==> src/rtl/sr_reg_bank.sv <==
// Multi-channel bistable register bank: SR/JK/D/T selectable per cycle,
// with a configurable S=R=1 policy and SR-conflict monitoring.
module sr_reg_bank #(
    parameter int unsigned      WIDTH       = 8,
    parameter logic [WIDTH-1:0] RESET_VAL   = '0,
    parameter int unsigned      SR_CONFLICT = 0,
    parameter int unsigned      CNT_W       = 8
) (
    input  logic             clk,
    input  logic             rst_n,
    input  logic             en,
    input  logic [1:0]       mode,
    input  logic [WIDTH-1:0] s,
    input  logic [WIDTH-1:0] r,
    input  logic             clr_flags,
    output logic [WIDTH-1:0] q,
    output logic [WIDTH-1:0] qn,
    output logic [WIDTH-1:0] conflict_sticky,
    output logic [CNT_W-1:0] conflict_cnt
);

    localparam logic [1:0] MODE_SR = 2'b00;
    localparam logic [1:0] MODE_JK = 2'b01;
    localparam logic [1:0] MODE_D  = 2'b10;
    localparam logic [1:0] MODE_T  = 2'b11;

    localparam logic [CNT_W-1:0] CNT_MAX = '1;

    logic [WIDTH-1:0] q_q, q_d;
    logic [WIDTH-1:0] sticky_q, sticky_d;
    logic [CNT_W-1:0] cnt_q, cnt_d;
    logic [WIDTH-1:0] conflict_c;
    logic [CNT_W-1:0] cnt_base_c;

    // Next-state for every channel plus monitor update; en=0 freezes everything.
    always_comb begin
        q_d        = q_q;
        sticky_d   = sticky_q;
        cnt_d      = cnt_q;
        conflict_c = '0;
        cnt_base_c = cnt_q;
        if (en) begin
            conflict_c = (mode == MODE_SR) ? (s & r) : '0;
            for (int unsigned i = 0; i < WIDTH; i++) begin
                case (mode)
                    MODE_SR: begin
                        case ({s[i], r[i]})
                            2'b01:   q_d[i] = 1'b0;
                            2'b10:   q_d[i] = 1'b1;
                            2'b11: begin
                                case (SR_CONFLICT)
                                    0:       q_d[i] = q_q[i];
                                    1:       q_d[i] = 1'b0;
                                    2:       q_d[i] = 1'b1;
                                    default: q_d[i] = ~q_q[i];
                                endcase
                            end
                            default: q_d[i] = q_q[i];
                        endcase
                    end
                    MODE_JK: begin
                        case ({s[i], r[i]})
                            2'b01:   q_d[i] = 1'b0;
                            2'b10:   q_d[i] = 1'b1;
                            2'b11:   q_d[i] = ~q_q[i];
                            default: q_d[i] = q_q[i];
                        endcase
                    end
                    MODE_D:  q_d[i] = s[i];
                    MODE_T:  q_d[i] = s[i] ? ~q_q[i] : q_q[i];
                    default: q_d[i] = q_q[i];
                endcase
            end
            // A fresh conflict overrides a same-cycle clear.
            sticky_d   = (clr_flags ? '0 : sticky_q) | conflict_c;
            cnt_base_c = clr_flags ? '0 : cnt_q;
            if ((|conflict_c) && (cnt_base_c != CNT_MAX)) begin
                cnt_d = cnt_base_c + CNT_W'(1);
            end else begin
                cnt_d = cnt_base_c;
            end
        end
    end

    always_ff @(posedge clk or negedge rst_n) begin
        if (!rst_n) begin
            q_q      <= RESET_VAL;
            sticky_q <= '0;
            cnt_q    <= '0;
        end else begin
            q_q      <= q_d;
            sticky_q <= sticky_d;
            cnt_q    <= cnt_d;
        end
    end

    assign q               = q_q;
    assign qn              = ~q_q;
    assign conflict_sticky = sticky_q;
    assign conflict_cnt    = cnt_q;

endmodule

==> config.mk <==
export PLATFORM = sky130hd
export DESIGN_NAME = sr_reg_bank
export DESIGN_NICKNAME = d
export VERILOG_FILES = /design/src/rtl/sr_reg_bank.sv
export SDC_FILE = /design/constraint.sdc
export NUM_CORES = 1
export LEC_CHECK = 0
export ABC_AREA = 1
export CAP_MARGIN = 20
export CORE_ASPECT_RATIO = 0.9
export CORE_MARGIN = 3
export CORE_UTILIZATION = 25
export DETAILED_ROUTE_END_ITERATION = 7
export PLACE_DENSITY = 0.5
export SYNTH_ARGS = -nofsm -noshare
export SYNTH_HDL_FRONTEND = slang
export SYNTH_SLANG_ARGS = --single-unit
==> constraint.sdc <==
create_clock -name clk -period 1.6 [get_ports clk]
set_input_delay 0.4 -clock clk [delete_from_list [all_inputs] [get_ports clk]]
set_output_delay 0.4 -clock clk [all_outputs]
set_load 0.01 [all_outputs]
==> reports/results.tsv, run 1 <==
metric	value	unit
area grow syn2layout	67.5	%
synthesized net count	320	
Post-synth ARST share	100	%
Post-CTS Hold Buffers	0	
top_reg_cell synth	dfrtp_1	
Rows	30	
worst-margin pin slew	0.339	ns
period utilization	95.8	%
Fill cells	803	
DRC errors left	0	
critical path type	input pin to register	
largest cells by area after synthesis	dfrtp_1 30%, ha_1 13%, nand2_1 13%	
overall routing resource usage	14.5	%
HP Class	input pin to asynchronous set/reset pin	
root buf cell	clkbuf_8	
ANT cells	0	
pwr dens	605	mW/mm^2
routed vias	2238	
antenna-violating nets left	0	
Initial Util	26.0	%
vias in the first global route	2198	
layout net count	445	
MaxCap Viol Count	0	
Yosys top cell area share	30.1	%
layout cell share with drive strength beyond 1	27.3	%
Post-synth EDFFs	0	
worst skew pair latency	0.27	ns
relative slew slack	77.4	%
worst hold slack	0.483	ns
Multi-input gate area	0.00131	mm^2
Final Max Slew Viols	0	
RSZ-0062 raised after global routing	no	
area leader, netlist	dfrtp_1	
pin count of the biggest net entering global routing	25	
RePlAce Congestion	0.869	
CTS tree	built	
synth cell count leaders	68 x nand2_1, 49 x inv_1, 24 x dfrtp_1	
die area	0.00908	mm^2
CP arrival	1.70	ns
Final min period	1.53	ns
crit-path max FO	3	
first-pass GRT wire length	10700	um
Max Clock Freq	652	MHz
CTS buffer count	3	
register area share after synthesis	30.1	%
status	complete, no violations	
total global routing overflow	0	
DRT Wirelength	6500	um
I/O Pins	54	
Synth warnings	0	
CP delay by family, top	buffers and inverters	
htree depth	1	
drt first-iter violations	78	
core area	0.00766	mm^2
worst flop-to-flop path startpoint	conflict_cnt[0]	
netlist area before placement	0.00199	mm^2
Final setup viols	0	
CP bufs+invs	3	
hpwl dp	4860	um
WL/cell	13.1	um
LEAKAGE	1.92	nW
CP endpoint kind	register	
final hold viol count	0	
Worst path max stage delay	0.48	ns
Post-Syn Area per Cell	7.20	um^2
Die X	100	um
fin util	43.6	%
setup slack, reg-to-reg	0.13	ns
die height	90.7	um
Cell Chain, Critical Path	clkdlybuf4s50_1 > buf_4 > inv_1 > ha_1 > a31oi_1 > o21ai_1 > nand2_1 > o21ai_1	
initial antenna violation count	0	
register area	601	um^2
Critical Path RT	1.77	ns
Sink Count	24	
Worst Setup SP	s[3]	
Clock transition at path regs	0.09	ns
Synth cell types	32	
Clock Path Buffers	2	
Top cell by count, worst path	o21ai_1	
Port Buffers	53	
Worst Setup Start Kind	input pin	
Clock Skews	0.00612	ns
worst vdd ir	0.000292	V
CP max-delay cell	clkdlybuf4s50_1	
drt first pass iters	4	
top-count cell post-synth	nand2_1	
number of synthesized register bits	24	
Vias/cell	4.51	
Mapped Cells	277	
## through the flow
step | setup slack [ns] | power [W] | cells | setup TNS, ns | instance area, um^2
2_1_floorplan | 0.0594 | 0.00109 | 277 | 0 | 1990
3_3_place_gp | -0.449 | 0.00160 | 475 | -6.18 | 3030
3_5_place_dp | -0.525 | 0.00161 | 475 | -6.76 | 3030
4_1_cts | -0.00403 | 0.00201 | 492 | -0.00403 | 3190
5_1_grt | 0.00604 | 0.00217 | 496 | 0 | 3340
6_report | 0.0672 | 0.00202 | 496 | 0 | 3340
## kinds of logic (layout without fill, tap and decap cells)
group           Yosys count  count (layout)  share of synthesized area [%]
flops                    24              24                           30.1
compound gates           60              60                           19.0
fa+ha+maj                21              21                           13.2
xor+xnor                  2               2                          0.879
simple gates            114             116                           26.0
buf+inv                  56             177                           10.8
## cell type report
type                    instances  area share (%)
multi-input cells             199            39.1
repair buffers                123            32.2
flip-flops and latches         24            18.0
inverters                      51            5.84
well taps                      96            3.60
clock buffers                   3            1.24
## sequential cells by signal (all words and copies together), names as in the netlist
name	flops
conflict_cnt	8
conflict_sticky	8
q	8
## what timing repair did
action                                  CTS  global route
buffers inserted                         12             4
gates cloned                              2             0
gates resized for setup                  41            37
pin swaps                                 6            18
endpoints found under the setup margin   37            24
## report_power, final
group | internal [W] | switching (W)
clock | 0.000169 | 0.000209
combinational | 0.000456 | 0.000447
sequential | 0.000681 | 0.0000582
## path summary, 6_finish.rpt
path,to,depth (start not counted)
worst max register to register,conflict_cnt[5],10
min in group clk,conflict_sticky[4],1
max in group asynchronous,conflict_cnt[2],2
worst max-delay path,q[3],8
worst min-delay path,q[2],2
worst min register to register,conflict_sticky[4],1
## routing by layer
metal  GRT usage [%]  up-vias  wire [um]  share of wire, %
li1                -     1164          -                 -
met1            19.9     1024       3160                49
met2            23.3       40       2980                46
met3            2.32       10        238               3.7
met4            4.38        0        118               1.8
met5               0        -          0                 0
## placed cells by master, fill, tap and decap left out, types with 5 or more instances in the layout
cell type and n:
dfrtp_1 24, nand2_1 65, a21oi_1 6, dlymetal6s2s_1 18, ha_1 14, o21ai_1 10
nor2_1 17, inv_1 46, buf_4 68, nand3_1 10, o21ai_0 15, a32o_1 8
ha_2 5, nand3_2 5, dlygate4sd2_1 25, o22ai_1 5, clkdlybuf4s50_1 8
## worst register-to-register path, delay by kind of cell, from the launching register on
family | cells | cell delay (ns)
buf+inv | 1 | 0.06
simple gates | 8 | 0.78
flops | 1 | 0.38
fa+ha+maj | 1 | 0.15
Power figures use the tool's default switching activity.
==> inputs of run 2 (changes only) <==
Clock period 1.6 ns to 1.7 ns, I/O delays scaled along.
==> run 2 against run 1 <==
Clock power decreased by 8.2%. Combinational power decreased by 9.9%. Register-to-register slack about the same. Count of clock-buffer cells in the layout unchanged. Worst hold slack improved by 0.022 ns. Wire length decreased by 3.1%. Global-route usage decreased by 0.082 points. Flip-flop and latch count unchanged. Cell count decreased by 1.6%. Via count decreased by 0.45%. First-iteration DRC count increased by 44%. Critical endpoint is now conflict_cnt[5]. Largest cell class unchanged. Largest power group unchanged.
==> reports/results.tsv, run 2 (synthesis results as in run 1) <==
metric	value	unit	change
LEAKAGE	1.74	nW	was 1.92 nW
Cell Int Power	0.00123	W	was 0.00131 W
antenna-violating nets left	0		unchanged
Final setup viols	0		unchanged
CP endpoint kind	output port		was register
Critical Path RT	1.27	ns	was 1.77 ns
worst hold slack	0.505	ns	was 0.483 ns
Initial Util	26.0	%	unchanged
Net Sw Frac	34.2	%	was 35.3%
part of the power in registers	37.7	%	was 36.6%
pin count of the biggest net entering global routing	25		unchanged
min-delay src	conflict_sticky[5]		
Worst Setup Start Kind	register		was input pin
Worst Setup SP	conflict_cnt[5]		was s[3]
placed inst area	0.00302	mm^2	was 0.00303 mm^2
Clk pwr share	18.6	%	was 18.7%
Logic pwr share	43.7	%	was 44.7%
fin util	42.0	%	was 43.6%
area grow syn2layout	61.4	%	was 67.5%
Port Buffers	53		unchanged
die height	90.7	um	unchanged
HP Class	register to register		was input pin to asynchronous set/reset pin
most frequent cells in the layout	67 x nand2_1, 62 x buf_4, 48 x inv_1, 32 x clkdlybuf4s50_1, 23 x dfrtp_1		was 68 x buf_4, 65 x nand2_1, 46 x inv_1, 25 x dlygate4sd2_1, 24 x dfrtp_1
I/O Pins	54		unchanged
critical path type	register to output port		was input pin to register
period utilization	96.9	%	
hpwl dp	4840	um	was 4860 um
pwr dens	579	mW/mm^2	was 605 mW/mm^2
Clock transition at path regs	0.09	ns	about the same
Final min period	1.65	ns	
root buf cell	clkbuf_8		unchanged
CP arrival	1.22	ns	was 1.70 ns
drt first pass iters	4		unchanged
overall routing resource usage	14.4	%	was 14.5%
Clock Path Buffers	2		unchanged
drt first-iter violations	112		was 78
Max Clock Freq	607	MHz	
Sink Count	24		unchanged
routed vias	2228		was 2238
relative slew slack	77.5	%	was 77.4%
worst skew pair latency	0.26	ns	was 0.27 ns
vias in the first global route	2176		was 2198
layout net count	437		was 445
ANT cells	0		unchanged
Rows	30		unchanged
worst flop-to-flop path startpoint	conflict_cnt[1]		was conflict_cnt[0]
DRC errors left	0		unchanged
NetSw	0.000637	W	was 0.000714 W
Vias/cell	4.57		was 4.51
first-pass GRT wire length	10700	um	about the same
DRT Wirelength	6300	um	was 6500 um
Die X	100	um	unchanged
CP delay by family, top	buffers and inverters		unchanged
post-route cell area	0.00322	mm^2	was 0.00334 mm^2
RePlAce Congestion	0.856		was 0.869
htree depth	1		unchanged
Clock Skews	0.00110	ns	was 0.00612 ns
CP bufs+invs	1		was 3
final hold viol count	0		unchanged
total global routing overflow	0		unchanged
Post-CTS Hold Buffers	0		unchanged
status	complete, no violations		unchanged
layout cell share with drive strength beyond 1	23.5	%	was 27.3%
CTS buffer count	3		unchanged
crit-path max FO	4		was 3
setup_tns	0	ns	unchanged
WL/cell	12.9	um	was 13.1 um
core area	0.00766	mm^2	unchanged
Final Max Slew Viols	0		unchanged
initial antenna violation count	0		unchanged
worst vdd ir	0.000294	V	was 0.000292 V
CTS tree	built		unchanged
commonest non-fill, non-tap cell in the layout	nand2_1		was buf_4
Cell Chain, Critical Path	clkdlybuf4s50_1		was clkdlybuf4s50_1 > buf_4 > inv_1 > ha_1 > a31oi_1 > o21ai_1 > nand2_1 > o21ai_1
MaxCap Viol Count	0		unchanged
Worst path max stage delay	0.55	ns	was 0.48 ns
worst-margin pin slew	0.338	ns	was 0.339 ns
die area	0.00908	mm^2	unchanged
CP max-delay cell	clkdlybuf4s50_1		unchanged
==> run 2: changes by cell type in the layout (fill, tap and decap cells not counted), moves of 6 or more <==
cell | previous run | this run
clkdlybuf4s50_1 | 8 | 32
dlygate4sd2_1 | 25 | 9
dlymetal6s2s_1 | 18 | 11
buf_4 | 68 | 62
==> run 2: routing by layer <==
metal  share of wire (%)  up-vias  routed length [um]  track usage (%)
met3                 4.4        4                 278             2.01
met1                  49     1026                3090             20.2
met4                 1.2        0                  74             3.25
li1                    -     1143                   -                -
met5                   0        -                   0                0
met2                  45       55                2860             23.4
==> run 2: power by group through the flow <==
stage | combinational, W | clock (W) | sequential (W)
4_1_cts | 0.000818 | 0.000371 | 0.000705
6_report | 0.000814 | 0.000347 | 0.000702
3_3_place_gp | 0.000781 | 0 | 0.000725
5_1_grt | 0.000902 | 0.000392 | 0.000714
2_1_floorplan | 0.000282 | 0 | 0.000743
3_5_place_dp | 0.000783 | 0 | 0.000728
==> run 2: layout make-up <==
type	instances	area [um^2]
sequential	24	602
fill	806	4440
tap	96	120
multi-input combinational	199	1250
inverter	51	191
timing repair buffer	115	1010
clock buffer	3	41.3
==> run 2: through the flow <==
stage                     cells  setup WS (ns)  total power, W
after floorplan             277          0.134         0.00103
after global placement      474         -0.369         0.00151
after detailed placement    474         -0.425         0.00151
after CTS                   485        0.00365         0.00189
after global routing        488       -0.00102         0.00201
final                       488         0.0530         0.00186
==> run 2: path summary, 6_finish.rpt <==
kind	depth (start not counted)	to	slack (ns)
worst min-delay path	1	conflict_sticky[5]	0.51
min in group asynchronous	2	q[2]	0.52
worst max-delay path	1	conflict_cnt[5]	0.05
worst min register to register	1	conflict_sticky[5]	0.51
max in group asynchronous	2	conflict_cnt[2]	0.91
worst max register to register	10	conflict_cnt[1]	0.14
==> run 2: what timing repair did <==
| item | 4_1_cts | 5_1_grt |
|---|---|---|
| gates cloned | 2 | 0 |
| setup buffers | 6 | 3 |
| endpoints found under the setup margin | 23 | 17 |
| pin swaps | 3 | 8 |
| resized for setup | 16 | 24 |
==> inputs of run 3 (changes only) <==
Settings changed: CORE_ASPECT_RATIO 0.9 to default.
==> run 3 against run 2 <==
First-iteration DRC count decreased by 6.3%. Cell count increased by 1.8%. Sequential share of layout area decreased by 0.51 points. Highest routed layer unchanged. Register-to-register slack about the same. Wire length decreased by 1.4%. Utilization increased by 2.1 points.
==> reports/results.tsv, run 3 (synthesis results as in run 1) <==
metric	value	unit	change
die height	95.3	um	was 90.7 um
worst vdd ir	0.000305	V	was 0.000294 V
drt first-iter violations	105		was 112
most frequent cells in the layout	67 x nand2_1, 67 x buf_4, 49 x inv_1, 37 x clkdlybuf4s50_1, 24 x dfrtp_1		was 67 x nand2_1, 62 x buf_4, 48 x inv_1, 32 x clkdlybuf4s50_1, 23 x dfrtp_1
layout net count	442		was 437
Max Clock Freq	606	MHz	was 607 MHz
Final min period	1.65	ns	about the same
DRC errors left	0		unchanged
Multi-input gate area	0.00129	mm^2	was 0.00125 mm^2
DRT Wirelength	6210	um	was 6300 um
Critical Path RT	1.27	ns	about the same
Vias/cell	4.54		was 4.57
root buf cell	clkbuf_8		unchanged
LEAKAGE	1.71	nW	was 1.74 nW
overall routing resource usage	13.7	%	was 14.4%
CP bufs+invs	1		unchanged
CP delay by family, top	buffers and inverters		unchanged
worst skew pair latency	0.27	ns	was 0.26 ns
I/O Pins	54		unchanged
status	complete, no violations		unchanged
pwr dens	592	mW/mm^2	was 579 mW/mm^2
final hold viol count	0		unchanged
total global routing overflow	0		unchanged
Initial Util	26.6	%	was 26.0%
part of the power in registers	35.9	%	was 37.7%
period utilization	97.0	%	was 96.9%
setup_tns	0	ns	unchanged
Fill cells	750		was 806
crit-path max FO	4		unchanged
CP max-delay cell	clkdlybuf4s50_1		unchanged
Clock Path Buffers	2		unchanged
CP endpoint kind	output port		unchanged
Clock Skews	0.00567	ns	was 0.00110 ns
CTS buffer count	3		unchanged
WL/cell	12.5	um	was 12.9 um
Rows	31		was 30
routed vias	2255		was 2228
RePlAce Congestion	0.881		was 0.856
Final Max Slew Viols	0		unchanged
Worst Setup Start Kind	register		unchanged
Place WS	-0.348	ns	was -0.425 ns
Clk pwr share	20.6	%	was 18.6%
Post-CTS Hold Buffers	0		unchanged
worst hold slack	0.505	ns	about the same
Clock transition at path regs	0.09	ns	about the same
Worst path max stage delay	0.56	ns	was 0.55 ns
Power, Total	0.00195	W	was 0.00186 W
drt first pass iters	4		unchanged
Cell Int Power	0.00131	W	was 0.00123 W
area grow syn2layout	65.5	%	was 61.4%
NetSw	0.000650	W	was 0.000637 W
ANT cells	0		unchanged
Net Sw Frac	33.2	%	was 34.2%
final worst-path setup slack	0.0507	ns	was 0.0530 ns
layout cell share with drive strength beyond 1	24.6	%	was 23.5%
die area	0.00908	mm^2	about the same
antenna-violating nets left	0		unchanged
vias in the first global route	2167		was 2176
MaxCap Viol Count	0		unchanged
HP Class	register to register		unchanged
Port Buffers	53		unchanged
register area	601	um^2	was 602 um^2
worst-margin pin slew	0.341	ns	was 0.338 ns
Sink Count	24		unchanged
hpwl dp	4640	um	was 4840 um
Logic pwr share	43.5	%	was 43.7%
first-pass GRT wire length	9930	um	was 10700 um
core area	0.00749	mm^2	was 0.00766 mm^2
Final setup viols	0		unchanged
Die X	95.3	um	was 100 um
pin count of the biggest net entering global routing	25		unchanged
htree depth	1		unchanged
CTS tree	built		unchanged
critical path type	register to output port		unchanged
initial antenna violation count	0		unchanged
CP arrival	1.22	ns	about the same
Cell Chain, Critical Path	clkdlybuf4s50_1		unchanged
relative slew slack	77.3	%	was 77.5%
==> run 3: cell types whose count changed in the layout (fill, tap and decap cells not counted), moves of 2 or more <==
cell             change
buf_4                +5
clkdlybuf4s50_1      +5
dlymetal6s2s_1       -4
ha_2                 -2
==> run 3: stage by stage <==
| stage | instances | utilization [%] | area, um^2 |
|---|---|---|---|
| finish | 497 | 44.1 | 3300 |
| global route | 497 | 44.1 | 3300 |
| CTS | 488 | 41.8 | 3130 |
| detailed placement | 479 | 40.6 | 3040 |
| global placement | 479 | 40.6 | 3040 |
| floorplan | 277 | - | 1990 |
==> run 3: timing repair <==
item | in CTS | in global routing
resized for setup | 11 | 25
setup endpoints to repair | 18 | 20
cloned | 1 | 1
pin swaps | 2 | 9
buffers inserted | 4 | 8
==> run 3: power groups by stage <==
stage,Combinational (W),Sequential (W),Clock [W]
2_1_floorplan,0.000282,0.000743,0
3_3_place_gp,0.000766,0.000727,0
3_5_place_dp,0.000767,0.000728,0
4_1_cts,0.000784,0.000709,0.000418
5_1_grt,0.000937,0.000714,0.000436
6_report,0.000850,0.000701,0.000403
==> run 3: final timing paths <==
path | from | end | slack, ns | depth (start not counted)
worst min-delay path | conflict_sticky[7] | conflict_sticky[7] | 0.50 | 1
worst max register to register | conflict_cnt[0] | conflict_cnt[6] | 0.15 | 11
max in group asynchronous | rst_n | q[0] | 0.92 | 2
worst min register to register | conflict_sticky[7] | conflict_sticky[7] | 0.50 | 1
min in group asynchronous | rst_n | conflict_sticky[4] | 0.53 | 2
worst max-delay path | q[0] | q[0] | 0.05 | 1
==> run 3: layer usage <==
layer | global-route usage [%] | vias to the layer above | share of wire (%)
met5 | 0 | - | 0
met4 | 2.88 | 0 | 0.34
met3 | 1.82 | 4 | 4.0
met2 | 22.4 | 54 | 45
met1 | 19.1 | 1039 | 50
li1 | - | 1158 | -
==> run 3: layout make-up <==
cell class                      count  share of cell area (%)
Sequential cell                    24                    18.2
Multi-Input combinational cell    199                    39.1
Timing Repair Buffer              120                    31.5
Inverter                           51                    5.80
Clock buffer                        4                    1.67
Tap cell                           99                    3.75
